`config.mk`:
```
export PLATFORM = sky130hd
export DESIGN_NAME = sprite_row_reader
export DESIGN_NICKNAME = d
export VERILOG_FILES = /design/src/rtl/sprite_row_reader.sv
export SDC_FILE = /design/constraint.sdc
export NUM_CORES = 1
export LEC_CHECK = 0
export BUFFER_PORTS_ARGS = -buffer_cell sky130_fd_sc_hd__buf_2
export CORE_ASPECT_RATIO = 1.4
export CORE_MARGIN = 1
export CORE_UTILIZATION = 54
export CTS_BUF_LIST = sky130_fd_sc_hd__clkbuf_8
export DETAILED_ROUTE_END_ITERATION = 12
export PLACE_DENSITY = 0.8
export SETUP_SLACK_MARGIN = 0.02
export SLEW_MARGIN = 5
export SYNTH_ARGS = -nofsm -noshare
export SYNTH_HDL_FRONTEND = slang
export SYNTH_SLANG_ARGS = --single-unit
```
`constraint.sdc`:
```
create_clock -name Clk -period 2.2 [get_ports Clk]
set_clock_uncertainty 0.15 [all_clocks]
set_input_delay 0.11 -clock Clk [delete_from_list [all_inputs] [get_ports Clk]]
set_output_delay 0.11 -clock Clk [all_outputs]
set_load 0.05 [all_outputs]
```
`src/rtl/sprite_row_reader.sv`:
```
// Fetches one sprite row byte from sprite_rom and streams it out MSB-first,
// each pixel held for SCALE pix_en strobes. Optional horizontal flip via SPRITE_ROW_MIRROR_EN.
module sprite_row_reader #(
  parameter int unsigned SPRITE_COUNT = 6,
  parameter int unsigned ROWS         = 8,
  parameter int unsigned WIDTH        = 8,
  parameter int unsigned SCALE        = 2
) (
  input  logic             Clk,
  input  logic             Reset,
  input  logic             req,
  input  logic [2:0]       sprite_id,
  input  logic [2:0]       row,
  input  logic             abort,
  output logic             req_ready,
  output logic [7:0]       rom_addr,
  input  logic [WIDTH-1:0] rom_data,
  input  logic             pix_en,
  output logic             pix_valid,
  output logic             pix_on,
  output logic             busy,
`ifdef SPRITE_ROW_MIRROR_EN
  input  logic             mirror,
`endif
  output logic             done
);

  localparam int unsigned RepW = (SCALE > 1) ? $clog2(SCALE) : 1;
  localparam int unsigned ColW = (WIDTH > 1) ? $clog2(WIDTH) : 1;

  typedef enum logic [1:0] {StIdle, StFetch, StShift} state_e;

  state_e            state_q, state_d;
  logic [7:0]        rom_addr_q, rom_addr_d;
  logic              blank_q, blank_d;
  logic [WIDTH-1:0]  shift_q, shift_d;
  logic [RepW-1:0]   rep_cnt_q, rep_cnt_d;
  logic [ColW-1:0]   col_cnt_q, col_cnt_d;
  logic              req_ready_q, req_ready_d;
  logic              busy_q, busy_d;
  logic              pix_valid_q, pix_valid_d;
  logic              done_q, done_d;
  logic [WIDTH-1:0]  row_bits;

`ifdef SPRITE_ROW_MIRROR_EN
  logic              mirror_q, mirror_d;
  logic [WIDTH-1:0]  rom_rev;

  always_comb begin
    rom_rev = '0;
    for (int i = 0; i < int'(WIDTH); i++) begin
      rom_rev[i] = rom_data[int'(WIDTH) - 1 - i];
    end
    row_bits = mirror_q ? rom_rev : rom_data;
  end
`else
  always_comb begin
    row_bits = rom_data;
  end
`endif

  always_comb begin
    state_d    = state_q;
    rom_addr_d = rom_addr_q;
    blank_d    = blank_q;
    shift_d    = shift_q;
    rep_cnt_d  = rep_cnt_q;
    col_cnt_d  = col_cnt_q;
    done_d     = 1'b0;
`ifdef SPRITE_ROW_MIRROR_EN
    mirror_d   = mirror_q;
`endif

    unique case (state_q)
      StIdle: begin
        // abort beats a simultaneous request
        if (req && !abort) begin
          state_d = StFetch;
`ifdef SPRITE_ROW_MIRROR_EN
          mirror_d = mirror;
`endif
          if (32'(sprite_id) < SPRITE_COUNT) begin
            rom_addr_d = 8'(sprite_id) * 8'(ROWS) + 8'(row);
            blank_d    = 1'b0;
          end else begin
            rom_addr_d = '0;
            blank_d    = 1'b1;
          end
        end
      end
      StFetch: begin
        if (abort) begin
          state_d = StIdle;
          shift_d = '0;
        end else begin
          state_d   = StShift;
          shift_d   = blank_q ? '0 : row_bits;
          rep_cnt_d = '0;
          col_cnt_d = '0;
        end
      end
      StShift: begin
        if (abort) begin
          state_d = StIdle;
          shift_d = '0;
        end else if (pix_en) begin
          if (rep_cnt_q == RepW'(SCALE - 1)) begin
            rep_cnt_d = '0;
            shift_d   = {shift_q[WIDTH-2:0], 1'b0};
            col_cnt_d = col_cnt_q + ColW'(1);
            if (col_cnt_q == ColW'(WIDTH - 1)) begin
              state_d = StIdle;
              done_d  = 1'b1;
            end
          end else begin
            rep_cnt_d = rep_cnt_q + RepW'(1);
          end
        end
      end
      default: state_d = StIdle;
    endcase

    req_ready_d = (state_d == StIdle);
    busy_d      = (state_d != StIdle);
    pix_valid_d = (state_d == StShift);
  end

  always_ff @(posedge Clk or posedge Reset) begin
    if (Reset) begin
      state_q     <= StIdle;
      rom_addr_q  <= '0;
      blank_q     <= 1'b0;
      shift_q     <= '0;
      rep_cnt_q   <= '0;
      col_cnt_q   <= '0;
      req_ready_q <= 1'b1;
      busy_q      <= 1'b0;
      pix_valid_q <= 1'b0;
      done_q      <= 1'b0;
`ifdef SPRITE_ROW_MIRROR_EN
      mirror_q    <= 1'b0;
`endif
    end else begin
      state_q     <= state_d;
      rom_addr_q  <= rom_addr_d;
      blank_q     <= blank_d;
      shift_q     <= shift_d;
      rep_cnt_q   <= rep_cnt_d;
      col_cnt_q   <= col_cnt_d;
      req_ready_q <= req_ready_d;
      busy_q      <= busy_d;
      pix_valid_q <= pix_valid_d;
      done_q      <= done_d;
`ifdef SPRITE_ROW_MIRROR_EN
      mirror_q    <= mirror_d;
`endif
    end
  end

  assign req_ready = req_ready_q;
  assign rom_addr  = rom_addr_q;
  assign pix_valid = pix_valid_q;
  assign pix_on    = shift_q[WIDTH-1];
  assign busy      = busy_q;
  assign done      = done_q;

endmodule

```
==> out/results.md <==
| Result | Reported |
|:---|:---|
| Worst skew pair latency | 0.27 ns |
| Top sig layer | met4 |
| Detailed-routed wire length on met3 | 88 microns |
| Antenna diodes | 0 |
| Post-Place Setup Slack | 0.342 ns |
| Max frequency | 525 MHz |
| Total of buffers placed on input and output ports | 29 |
| Die Span X | 42.9 microns |
| Clock root cell | sky130_fd_sc_hd__clkbuf_8 |
| Critical path data required time | 2.24 ns |
| Std-Cell Core Area | 2200 sq um |
| TritonCTS Buffers | 3 |
| Data arrival time of the worst path | 1.94 ns |
| TritonCTS clock tree | done |
| Clock transition at the registers of the reported paths | 0.08 ns |
| Net count of the finished layout | 195 |
| DR pass1 iterations | 6 |
| Finished layout cell area | 1590 sq um |
| Number of DRC violations after detailed-routing iteration 0 | 32 |
| Cell area after placement | 1390 sq um |
| Maximum number of buffers from clock root to sink | 2 |
| Unrepaired setup endpoints after global routing | false |
| Combinational fraction of design power | 0.499 |
| Number of top-level pins | 32 |
| Post-Syn Area | 1260 sq um |
| Shortest period the worst path allows | 1.90 ns |
| Yosys warning total | 0 |
| Seq/Total Area, Yosys | 0.496 |
| Hold_buf cts | 15 |
| Synthesized area per cell | 10.1 sq um |
| Leak | 0.782 nW |
| Total of max-cap violations | 0 |
| P per Cell Area | 1270 nW/um^2 |
| Post-synth cell types | 30 |
| Final setup violating endpoints | 0 |
| Total half-perimeter wirelength after legalization and detailed placement | 1700 microns |
| Wire length on met1 | 987 microns |
| Total global routing overflow | 0 |
| Worst Setup Path Type | reg2reg |
| Setup repair bufs after CTS | 0 |
| Routed via count | 1018 |
| Startpoint Class | register |
| Die H | 59.3 microns |
| Worst vdd ir | 1090 uV |
| Number of synthesized register bits | 25 |
| Critical Path Sink Type | register |
| Vias in the first global route | 1005 |
| Total of cells resized after clock tree synthesis | 0 |
| Global-route usage over all layers | 0.229 |
| Full die area | 2540 sq um |
| Proportion of power drawn by flip-flops and latches | 0.368 |
| Share of post-route cells with drive strength above 1 | 0.260 |
| Final worst setup slack | 0.297 ns |
| Post-route DRC | 0 |
| Met2 wire length | 1400 microns |
| Layout filler cell count | 153 |
| Switching power summed over all nets | 0.943 mW |
| Post-Route WL | 2540 microns |
| Largest fanout on the critical path | 8 |
| Maximum level of the CTS H-tree | 1 |
| Vias per inst | 5.33 |
| Outcome | finished, final reports clean |
| Initial cell density of the core | 0.574 |
| Wire length of the first global-routing pass | 4280 microns |
| Min-delay worst type | in2reg |
| Routability-driven placement congestion ratio | 0.799 |
| Synthesis-to-layout area growth | 25.7% |
| Count of clock tree sinks | 25 |
| Internal Power | 1.07 mW |
| Pin count of the biggest net entering global routing | 26 |
| Final Hold Fails | 0 |
| Total negative slack for setup checks | 0 ns |
| Routed wire length per instance | 13.3 microns |
| Cell count after synthesis | 125 |
| Number of antenna violations at the first check in global routing | 0 |
| Routed Antenna Nets | 0 |
| Ratio of final minimum period to clock period | 0.865 |
| Clock network power share | 0.133 |
| Floorplan row count | 20 |
| Switching share of power | 0.467 |
| Max-slew violations | 0 |
[metrics by stage]
stage	hold WS [ns]	power [mW]	utilization	instances
finish	0.0131	2.02	0.722	191
global route	0.0210	2.17	0.722	191
CTS	0.00368	2.03	0.722	191
detailed placement	0.0208	1.73	0.632	172
global placement	0.0161	1.69	0.632	172
floorplan	-0.0134	1.57	-	126
[area by class of cell]
cell class / instances / area (sq um) / area share
Tap cell: 22 / 27.5 / 0.0173
Timing Repair Buffer: 46 / 310 / 0.195
Clock inverter: 1 / 7.51 / 0.00472
Clock buffer: 3 / 41.3 / 0.0260
Multi-Input combinational cell: 88 / 554 / 0.349
Sequential cell: 25 / 627 / 0.394
Inverter: 6 / 22.5 / 0.0142
[cells by family (layout without fill, tap and decap cells)]
family | after synthesis | in the layout | synth area share
other | 1 | 2 | 0.00296
AOI/OAI and AO/OA | 37 | 37 | 0.207
adders and majority gates | 6 | 6 | 0.0593
DFF | 25 | 25 | 0.496
buffers and inverters | 13 | 56 | 0.0692
and+or+nand+nor | 43 | 43 | 0.166
[registers in the layout, summed over array words and instances (netlist names)]
register,flops
rep_cnt_q,1
busy,1
shift_q,8
req_ready,1
col_cnt_q,3
blank_q,1
rom_addr,6
pix_valid,1
state_q,2
done,1
[cells in the final DEF (no fill, tap or decap), types with 2 or more instances in the layout]
master                           n
sky130_fd_sc_hd__o21ai_0        17
sky130_fd_sc_hd__dlygate4sd3_1  15
sky130_fd_sc_hd__nor2_1          2
sky130_fd_sc_hd__o21ai_1         3
sky130_fd_sc_hd__buf_4           2
sky130_fd_sc_hd__buf_2          29
sky130_fd_sc_hd__a22oi_1         7
sky130_fd_sc_hd__nand3_1         2
sky130_fd_sc_hd__a21oi_1         2
sky130_fd_sc_hd__clkbuf_8        3
sky130_fd_sc_hd__nand2b_1        2
sky130_fd_sc_hd__dfrtp_1        24
sky130_fd_sc_hd__conb_1          2
sky130_fd_sc_hd__inv_1           6
sky130_fd_sc_hd__a21oi_4         2
sky130_fd_sc_hd__nand2_1        30
sky130_fd_sc_hd__ha_1            6
[worst paths after layout]
check	endpoint	slack, ns	from	cells past startpoint
worst max-delay path	shift_q[1]	0.30	state_q[0]	6
worst min-delay path	rom_addr[5]	0.01	sprite_id[2]	3
worst max register to register	shift_q[1]	0.30	state_q[0]	6
worst min register to register	rom_addr[0]	0.33	rom_addr[0]	2
max in group asynchronous	req_ready	1.33	Reset	4
min in group asynchronous	rom_addr[1]	0.28	Reset	4
[power by group through the flow]
stage | clock (mW) | sequential, mW | combinational, mW
3_3_place_gp | 0 | 0.742 | 0.952
4_1_cts | 0.281 | 0.742 | 1.01
5_1_grt | 0.296 | 0.764 | 1.11
2_1_floorplan | 0 | 1.04 | 0.524
6_report | 0.268 | 0.743 | 1.01
3_5_place_dp | 0 | 0.751 | 0.982
[metal layers]
layer / global-route usage / vias to the layer above
met3: 0.0305 / 8
met1: 0.277 / 468
met2: 0.394 / 32
met4: 0.121 / 0
li1: - / 510
met5: 0 / -
[synth_stat cells, drive strengths merged]
library cell  count  area (sq um)
nand2            30           113
dfrtp            24           601
o21ai            20           100
a22oi             7          52.6
buf               7          65.1
ha                6          75.1
inv               6          22.5
a21oi             4          42.5
nand2b            2          12.5
nand3             2          10.0
nor2              2          7.51
nor2b             2          20.0
nor3b             2          20.0
a21o              1          8.76
a31oi             1          6.26
a41o              1          10.0
and2              1          8.76
and3b             1          8.76
conb              1          3.75
dfstp             1          26.3
nor3              1          10.0
o21a              1          7.51
o22ai             1          6.26
o2bb2ai           1          27.5
[critical path: stages, from the launching register on]
cell and delay, ns:
sky130_fd_sc_hd__dfrtp_1 0.46, sky130_fd_sc_hd__inv_1 0.11, sky130_fd_sc_hd__ha_1 0.23, sky130_fd_sc_hd__buf_4 0.17
sky130_fd_sc_hd__nor3_2 0.41, sky130_fd_sc_hd__a22oi_1 0.12, sky130_fd_sc_hd__o21ai_0 0.17
Power figures use the tool's default switching activity.
